`src/rtl/contador_hex_pkg.sv`:
```
// -----------------------------------------------------------------------------
// contador_pkg
// Shared types and digit arithmetic for the four-digit display counter.
//
// Contents:
//   digito_t           - one display digit (nibble)
//   estado_t           - run/stop FSM state {PARADO, CONTANDO}
//   NUM_DIGITOS        - number of display digits
//   DIGITO_MAX         - largest legal digit value (9 in BCD, 15 in hex)
//   limita_carga()     - conditions a preset nibble before it is stored
//   incrementa_digito  - one digit of the up carry chain
//   decrementa_digito  - one digit of the down borrow chain
//
// Build option: CONTADOR_BCD_EN selects decimal digits (0-9); when it is left
// undefined every digit is a plain hexadecimal nibble (0-F).
// -----------------------------------------------------------------------------
package contador_pkg;

  typedef logic [3:0] digito_t;

  typedef enum logic [0:0] {
    PARADO   = 1'b0,
    CONTANDO = 1'b1
  } estado_t;

  localparam int NUM_DIGITOS = 4;

`ifdef CONTADOR_BCD_EN
  localparam digito_t DIGITO_MAX = 4'd9;
`else
  localparam digito_t DIGITO_MAX = 4'd15;
`endif

  // Decimal digits cannot hold A-F, so such preset nibbles saturate at 9.
  // In hexadecimal builds every nibble is already legal and passes through.
  function automatic digito_t limita_carga(input digito_t d);
    digito_t r;
`ifdef CONTADOR_BCD_EN
    if (d > DIGITO_MAX) begin
      r = DIGITO_MAX;
    end else begin
      r = d;
    end
`else
    r = d;
`endif
    return r;
  endfunction

  // Returns {carry_out, new_digit}; the digit only moves when a carry arrives.
  function automatic logic [4:0] incrementa_digito(input digito_t d, input logic cin);
    logic [4:0] r;
    if (!cin) begin
      r = {1'b0, d};
    end else if (d == DIGITO_MAX) begin
      r = {1'b1, 4'd0};
    end else begin
      r = {1'b0, d + 4'd1};
    end
    return r;
  endfunction

  // Returns {borrow_out, new_digit}; the digit only moves when a borrow arrives.
  function automatic logic [4:0] decrementa_digito(input digito_t d, input logic bin);
    logic [4:0] r;
    if (!bin) begin
      r = {1'b0, d};
    end else if (d == 4'd0) begin
      r = {1'b1, DIGITO_MAX};
    end else begin
      r = {1'b0, d - 4'd1};
    end
    return r;
  endfunction

endpackage

```
`src/rtl/contador_hex_sincroniza_borda.sv`:
```
// -----------------------------------------------------------------------------
// sincroniza_borda
// Brings an asynchronous level into the clk domain through two flops and
// produces a single-cycle pulse for every rising level seen after them.
//
// Ports:
//   clk      in   1  clock, rising edge
//   reset    in   1  synchronous, active-high; clears all three flops
//   entrada  in   1  raw asynchronous level
//   pulso    out  1  high for one cycle per rising level (s2 & ~s3)
//
// Latency: entrada first sampled high at edge k -> pulso high during the
// cycle that follows edge k+1.
// -----------------------------------------------------------------------------
module sincroniza_borda
  import contador_pkg::*;
(
  input  logic clk,
  input  logic reset,
  input  logic entrada,
  output logic pulso
);

  logic s1_r;
  logic s2_r;
  logic s3_r;

  // Two-stage synchronizer followed by the edge-history register.
  always_ff @(posedge clk) begin
    if (reset) begin
      s1_r <= 1'b0;
      s2_r <= 1'b0;
      s3_r <= 1'b0;
    end else begin
      s1_r <= entrada;
      s2_r <= s1_r;
      s3_r <= s2_r;
    end
  end

  assign pulso = s2_r & ~s3_r;

endmodule

```
`src/rtl/contador_hex.sv`:
```
// -----------------------------------------------------------------------------
// contador_hex
// Four-digit up/down counter feeding the seven-segment decoders. A start/stop
// button toggles between PARADO and CONTANDO, a prescaler paces the count at
// one step every DIV clocks, and a level-sensitive load presets all digits.
//
// Parameters:
//   DIV         clock cycles per count step, 1 .. 2**26 (default 50_000_000)
//
// Ports:
//   clk         in   1   board clock, rising edge
//   reset       in   1   synchronous, active-high
//   btn_start   in   1   raw asynchronous start/stop request
//   up_down     in   1   1 = count up, 0 = count down
//   load        in   1   synchronous preset, level-sensitive
//   load_value  in   16  preset value, nibble i -> digit i
//   digit3..0   out  4   count digits, most to least significant (registered)
//   running     out  1   high while in CONTANDO (registered)
//   wrap        out  1   one-cycle pulse aligned with a full-range wrap
//
// Build option: CONTADOR_BCD_EN makes each digit decimal (0-9, wrap at
// 9999 <-> 0000, preset nibbles above 9 saturate to 9). Undefined: hex digits.
// -----------------------------------------------------------------------------
module contador_hex
  import contador_pkg::*;
#(
  parameter int unsigned DIV = 50_000_000
) (
  input  logic        clk,
  input  logic        reset,
  input  logic        btn_start,
  input  logic        up_down,
  input  logic        load,
  input  logic [15:0] load_value,
  output logic [3:0]  digit3,
  output logic [3:0]  digit2,
  output logic [3:0]  digit1,
  output logic [3:0]  digit0,
  output logic        running,
  output logic        wrap
);

  // $clog2(1) is 0, so the prescaler keeps at least one bit.
  localparam int unsigned PW = (DIV > 1) ? $clog2(DIV) : 1;
  localparam logic [PW-1:0] PRESC_MAX = PW'(DIV - 1);

  logic                          start_pulso_s;
  estado_t                       estado_r;
  logic                          running_r;
  logic [PW-1:0]                 presc_r;
  logic                          tick_s;
  digito_t [NUM_DIGITOS-1:0]     digito_r;
  digito_t [NUM_DIGITOS-1:0]     prox_s;
  logic                          fim_cadeia_s;
  logic                          wrap_r;

  sincroniza_borda u_sincroniza_borda (
    .clk     (clk),
    .reset   (reset),
    .entrada (btn_start),
    .pulso   (start_pulso_s)
  );

  // Run/stop FSM; running is kept as its own register beside the state.
  always_ff @(posedge clk) begin
    if (reset) begin
      estado_r  <= PARADO;
      running_r <= 1'b0;
    end else if (start_pulso_s) begin
      case (estado_r)
        PARADO: begin
          estado_r  <= CONTANDO;
          running_r <= 1'b1;
        end
        CONTANDO: begin
          estado_r  <= PARADO;
          running_r <= 1'b0;
        end
        default: begin
          estado_r  <= PARADO;
          running_r <= 1'b0;
        end
      endcase
    end
  end

  // Count-step strobe. A start edge while counting means the counter is about
  // to stop, and the digits must already be frozen on that same edge.
  always_comb begin
    if (running_r && (presc_r == PRESC_MAX) && !load && !start_pulso_s) begin
      tick_s = 1'b1;
    end else begin
      tick_s = 1'b0;
    end
  end

  // Prescaler: runs only while counting; any stop, load or step restarts the
  // phase so the next start always waits a full DIV.
  always_ff @(posedge clk) begin
    if (reset) begin
      presc_r <= '0;
    end else if (load || tick_s || !running_r || start_pulso_s) begin
      presc_r <= '0;
    end else begin
      presc_r <= presc_r + PW'(1);
    end
  end

  // Next count value: ripple carry (up) or borrow (down) across the digits.
  // A carry/borrow leaving the top digit is a full-range wrap.
  always_comb begin
    logic cadeia_v;
    cadeia_v = 1'b1;
    prox_s   = digito_r;
    for (int i = 0; i < NUM_DIGITOS; i++) begin
      if (up_down) begin
        {cadeia_v, prox_s[i]} = incrementa_digito(digito_r[i], cadeia_v);
      end else begin
        {cadeia_v, prox_s[i]} = decrementa_digito(digito_r[i], cadeia_v);
      end
    end
    fim_cadeia_s = cadeia_v;
  end

  // Digit registers: load wins over a count step.
  always_ff @(posedge clk) begin
    if (reset) begin
      digito_r <= '0;
    end else if (load) begin
      for (int i = 0; i < NUM_DIGITOS; i++) begin
        digito_r[i] <= limita_carga(load_value[4*i +: 4]);
      end
    end else if (tick_s) begin
      digito_r <= prox_s;
    end
  end

  // Wrap flag: set by a wrapping step, cleared by any other cycle or a load.
  always_ff @(posedge clk) begin
    if (reset) begin
      wrap_r <= 1'b0;
    end else if (load) begin
      wrap_r <= 1'b0;
    end else begin
      wrap_r <= tick_s & fim_cadeia_s;
    end
  end

  assign digit3  = digito_r[3];
  assign digit2  = digito_r[2];
  assign digit1  = digito_r[1];
  assign digit0  = digito_r[0];
  assign running = running_r;
  assign wrap    = wrap_r;

endmodule
```
`config.mk`:
```
export PLATFORM = sky130hd
export DESIGN_NAME = contador_hex
export DESIGN_NICKNAME = d
export VERILOG_FILES = /design/src/rtl/contador_hex_pkg.sv /design/src/rtl/contador_hex_sincroniza_borda.sv /design/src/rtl/contador_hex.sv
export SDC_FILE = /design/constraint.sdc
export NUM_CORES = 1
export LEC_CHECK = 0
export ABC_AREA = 1
export CAP_MARGIN = 30
export CORE_MARGIN = 2
export CORE_UTILIZATION = 34
export CTS_BUF_LIST = sky130_fd_sc_hd__clkbuf_8
export CTS_CLUSTER_DIAMETER = 120
export DETAILED_ROUTE_END_ITERATION = 8
export SKIP_LAST_GASP = 1
export SLEW_MARGIN = 5
export SYNTH_ARGS = -nofsm -noshare
export SYNTH_HDL_FRONTEND = slang
export SYNTH_SLANG_ARGS = --single-unit
```
`constraint.sdc`:
```
create_clock -name clk -period 2.18 [get_ports clk]
set_input_delay 0.327 -clock clk [delete_from_list [all_inputs] [get_ports clk]]
set_output_delay 0.327 -clock clk [all_outputs]
set_load 0.02 [all_outputs]
```
==> impl_metrics.yaml, run 1 <==
cells_and_area:
  seqCellArea_um2: 941
  multi_input_area_um2: 1770
  num-nets-final: 515
  fin_util: 0.428
  fillers: 872
  layout-drive-gt1-share: 0.121
  n_antenna_cell: 0
  area_growth_syn_to_layout_pct: 20.9
clocking:
  cts-resized-gates: 0
  clkTransAtPathRegs_ps: 90
  cts_buffer_depth: 2
  cts_root_buf: "clkbuf_8"
  insertion_delay_ps: 310
  h-tree-depth: 2
  post_cts_buffers: 0
  cts_made_buffers: 5
  cts.sinks: 47
  hold_buffers: 0
  cts_tree: "yes"
timing:
  hold_viol_final: 0
  skew_ps: 16.9
  setup_viol: 0
  max_freq_mhz: 549
  totalNegativeSetupSlack_ps: 0
  fin_crit_ps: 1820
  timing.final.ws_setup_ps: 359
  worst_slew_pin_slew_ps: 446
  slew_viol_final: 0
  rsz0062_at_grt: "false"
  finalHoldWorstSlack_ps: 405
  maxSlewHeadroom: 0.700
  fin_crit_sh: 0.835
status:
  outcome: "finished, final reports clean"
power_and_ir_drop:
  peakVddDrop_uv: 239
  total_leakage_power_nw: 1.39
  power.density_nw_per_um2: 518
flow_run:
  drv_cap: 0
grt:
  overflow: 0
  antenna_found_initial: 0
  grt_pass1_vias: 2780
  grt_max_degree: 17
  track_usage: 0.152
  grt_pass1_wl_mm: 12.1
drt:
  dr.pass1.iters: 4
  wl_met1_mm: 3.40
  vias: 2854
  avgRoutedWirePerCell_um: 11.7
  wirelength_mm: 6.89
  ant_nets: 0
  dr.first_iter.drc_count: 81
  drc: 0
  wl_met2_mm: 3.05
  wl_met3_um: 341
  highest_layer: "met4"
  viasPerCell: 4.83
worst_setup_path:
  path_class: "input pin to flip-flop"
  worst_ep_arrival_time_ps: 2030
  critPathCaptureType: "flip-flop"
  critPathLaunchType: "input pin"
  crit_required_ps: 2390
  path_max_fanout: 6
logic_synthesis:
  synthesis.instances: 440
  yosysSeqAreaShare: 0.320
  avgSynthCellArea_um2: 6.68
  synth.net_count: 470
  synth.distinct_cells: 36
  yosys-top-cells-area: "dfxtp_1 32%, nand2_1 13%, nor2_1 8.7%"
  yosysTopAreaCell: "dfxtp_1"
  synth_top_area_share: 0.320
  ys_ff_latch: 47
  syn_area_um2: 2940
  yosys_warnings: 0
place:
  dp_hpwl_mm: 5.37
  dp_slack_ps: 36.8
  io_buffer_count: 38
  gp_congestion: 0.886
floorplanning:
  io_pins: 39
  fp.dieArea_um2: 9410
  core_um2: 8300
  die_h_um: 97.0
  fp-row-count: 33
  start_util: 0.354
  fp.dieW_um: 97.0
worst_hold_path:
  min-delay-path-class: "flip-flop to flip-flop"
## per-stage QoR
stage	cell area, um2	instances	power [mW]
3_3_place_gp	3460	583	1.28
5_1_grt	3560	591	1.94
6_report	3560	591	1.84
3_5_place_dp	3460	583	1.28
2_1_floorplan	2940	440	1.15
4_1_cts	3560	591	1.87
## registers in the layout, indices dropped and copies added (netlist names)
register / count
digit0: 4
digit1: 4
digit2: 4
digit3: 4
presc_r: 26
running: 1
u_sincroniza_borda.s1_r: 1
u_sincroniza_borda.s2_r: 1
u_sincroniza_borda.s3_r: 1
wrap: 1
## area by class of cell
class,instances,area share
multi-input combinational,337,0.497
sequential,47,0.265
timing repair buffer,46,0.124
inverter,48,0.0507
tap,105,0.0369
clock buffer,6,0.0232
clock inverter,2,0.00387
## cell usage in the layout (no fill, tap or decap), drive strengths merged
| cell type | n |
|---|---|
| nor2 | 80 |
| nand4 | 15 |
| a31oi | 2 |
| clkbuf | 6 |
| dfxtp | 47 |
| or3 | 1 |
| nor3b | 2 |
| o211ai | 2 |
| a21oi | 22 |
| clkdlybuf4s50 | 38 |
| o31ai | 1 |
| o22ai | 1 |
| inv | 48 |
| xnor2 | 7 |
| ha | 9 |
| o21bai | 2 |
| nand2 | 111 |
| xor2 | 8 |
| nor4 | 1 |
| or2 | 7 |
| buf | 8 |
| a211oi | 2 |
| nor3 | 9 |
| clkinv | 2 |
| nand3 | 35 |
| o21ai | 20 |
## report_power, final
part	switching, mW	internal, mW	total [mW]
Combinational	0.189	0.153	0.342
Sequential	0.0372	0.882	0.919
Clock	0.320	0.260	0.580
## final timing paths
| path | slack, ps | start | to | depth (start not counted) |
|---|---|---|---|---|
| worst min register to register | 400 | u_sincroniza_borda.s1_r | u_sincroniza_borda.s2_r | 2 |
| worst max register to register | 380 | digit1[0] | digit3[2] | 11 |
| worst max-delay path | 360 | up_down | digit3[2] | 11 |
| worst min-delay path | 400 | u_sincroniza_borda.s1_r | u_sincroniza_borda.s2_r | 2 |
## worst max-delay path, cell delays in order
cell	delay [ps]
clkdlybuf4s50_1	540
inv_2	180
nand2_1	110
nor2_1	190
nor2_1	70
a21oi_2	160
nand3_2	130
nand2_2	120
inv_2	40
nor2_1	90
nor2_1	50
## logic make-up after synthesis
| logic type | after synthesis | share of synthesized area |
|---|---|---|
| AND/OR/NAND/NOR | 261 | 0.417 |
| adder cells (fa/ha/maj) | 9 | 0.0383 |
| flip-flops | 47 | 0.320 |
| buffers and inverters | 56 | 0.0791 |
| XOR/XNOR | 15 | 0.0447 |
| AO/OA/AOI/OAI | 52 | 0.101 |
## routing by layer
| layer | GRT usage | vias up |
|---|---|---|
| met1 | 0.199 | 1269 |
| met2 | 0.251 | 65 |
| met4 | 0.0433 | 0 |
| met5 | 0 | - |
| met3 | 0.0368 | 10 |
| li1 | - | 1510 |
## cell usage after synthesis, drive strengths merged
master / n
nand2: 111
nor2: 80
nor3b: 2
o22ai: 1
or2: 7
buf: 6
nor3: 9
o21bai: 2
o21ai: 20
nand3: 35
xor2: 8
o211ai: 2
clkbuf: 2
a31oi: 2
nand4: 15
nor4: 1
clkinv: 1
or3: 1
ha: 9
a211oi: 2
xnor2: 7
o31ai: 1
inv: 47
dfxtp: 47
a21oi: 22
(Power assumes the default switching activity.)
==> run 2: changes to the inputs <==
clock period = 1.72 ns   (was 2.18 ns; I/O delays follow)
==> run 2 against run 1 <==
Compared with the run above: sequential power increased by 26%; clock-buffer cell count is the same; critical path depth shrank 10.
==> impl_metrics.yaml, run 2 (same netlist as run 1, synthesis figures left out) <==
status:
  outcome: "finished, final reports clean"
cells_and_area:
  fillers: 830
  fin_util: 0.482
  final_common_cell: "nand2_1"
  layout-drive-gt1-share: 0.229
  n_antenna_cell: 0
  num-nets-final: 553
  largest_reg_flops: 26
  final_cell_mix: "96 x nand2_1, 65 x nor2_1, 43 x buf_4, 40 x inv_1, 37 x dfxtp_1"
  final_cell_count_no_fill: 629
  area_growth_syn_to_layout_pct: 36.0
  largest-register: "presc_r"
worst_setup_path:
  startpoint: "digit1[3]"
  path_cells: "clkdlybuf4s50_1"
  critPathCaptureType: "output pin"
  r2r_slack_ps: 90
  crit_slowest_cell: "clkdlybuf4s50_1"
  worst_ep_arrival_time_ps: 1420
  critPathLaunchType: "flip-flop"
  cp_num_buf_inv: 1
  timing.rr.start: "presc_r[1]"
  path_max_fanout: 5
  crit_required_ps: 1460
  reg2reg_to: "presc_r[18]"
  cp.depth: 1
  critical_path.top_delay_family: "buffers and inverters"
  crit_path_max_incr_delay_ps: 660
  r2r_cells: 11
  path_class: "flip-flop to output pin"
floorplanning:
  fp-row-count: 33
  fp.dieArea_um2: 9410
  io_pins: 39
  fp.dieW_um: 97.0
  die_h_um: 97.0
  start_util: 0.354
  core_um2: 8300
power_and_ir_drop:
  power.density_nw_per_um2: 635
  power.share.switching: 0.276
  peakVddDrop_uv: 350
  pwr-share-seq: 0.456
  p_comb_frac: 0.200
  total_leakage_power_nw: 1.70
  power_switching_uw: 701
  clock_power_share: 0.344
  cellInternalPower_mw: 1.84
timing:
  skew_ps: 17.8
  rsz0062_at_grt: "true"
  hold_viol_final: 0
  maxSlewHeadroom: 0.669
  slew_viol_final: 0
  max_freq_mhz: 597
  fin_crit_sh: 0.974
  worst_slew_pin_slew_ps: 491
  fin_crit_ps: 1680
  setup_viol: 0
drt:
  vias: 3066
  viasPerCell: 4.87
  dr.first_iter.drc_count: 108
  dr.pass1.iters: 5
  wirelength_mm: 7.49
  avgRoutedWirePerCell_um: 11.9
  ant_nets: 0
  drc: 0
worst_hold_path:
  hp-start: "u_sincroniza_borda.s1_r"
  hold_depth: 2
  min_to: "u_sincroniza_borda.s2_r"
  min-delay-path-class: "flip-flop to flip-flop"
place:
  dp_hpwl_mm: 5.69
  io_buffer_count: 38
  gp_congestion: 0.950
  dp.cells: 614
clocking:
  h-tree-depth: 2
  cts_made_buffers: 5
  cts_tree: "yes"
  cts_root_buf: "clkbuf_8"
  clkTransAtPathRegs_ps: 90
  cts.sinks: 47
  cts_buffer_depth: 2
  insertion_delay_ps: 310
grt:
  grt_pass1_vias: 2838
  overflow: 0
  grt_max_degree: 16
  track_usage: 0.161
  grt_pass1_wl_mm: 12.8
  antenna_found_initial: 0
flow_run:
  drv_cap: 0
run 2: metal layers:
metal	GRT usage	vias to the layer above	wire length, um
met5	0	-	0
met4	0.0520	0	101
met3	0.0303	13	314
met2	0.261	69	3540
met1	0.217	1386	3540
li1	-	1598	-
run 2: timing repair:
item / in CTS / in global routing
resized for setup: 3 / 38
pin swaps: 0 / 16
endpoints found under the setup margin: 17 / 33
hold buffers: 0 / 0
buffers inserted: 0 / 7
run 2: area by class of cell:
type / count / area, um2 / area share
multi-input combinational: 337 / 1850 / 0.464
sequential: 47 / 956 / 0.239
timing repair buffer: 84 / 756 / 0.189
clock buffer: 6 / 82.6 / 0.0207
clock inverter: 2 / 38.8 / 0.00970
inverter: 48 / 180 / 0.0451
tap: 105 / 131 / 0.0329
run 2: power groups by stage:
stage               clock network, mW  registers [mW]  logic (mW)
floorplan                           0            1.21       0.243
finish                          0.873            1.16       0.509
global route                    0.944            1.16       0.571
detailed placement                  0            1.18       0.490
global placement                    0            1.18       0.488
CTS                             0.892            1.16       0.491
run 2: worst max-delay path by stage:
stage,slack [ps],to
2_1_floorplan,40,digit3[1]
3_5_place_dp,-190,digit3[1]
3_3_place_gp,-160,digit2[1]
5_1_grt,-50,presc_r[18]
6_report,40,digit1[3]
4_1_cts,-10,digit2[3]
run 2: per-stage QoR:
step / instance area [um2] / hold slack (ps) / TNS, ps / total power [mW] / setup WS, ps
floorplan: 2940 / 320 / 0 / 1.45 / 41.2
global placement: 3700 / 395 / -1830 / 1.67 / -157
detailed placement: 3700 / 405 / -2350 / 1.67 / -186
CTS: 3830 / 416 / -13.7 / 2.54 / -13.7
global route: 4000 / 426 / -206 / 2.68 / -54.2
finish: 4000 / 410 / 0 / 2.54 / 44.8
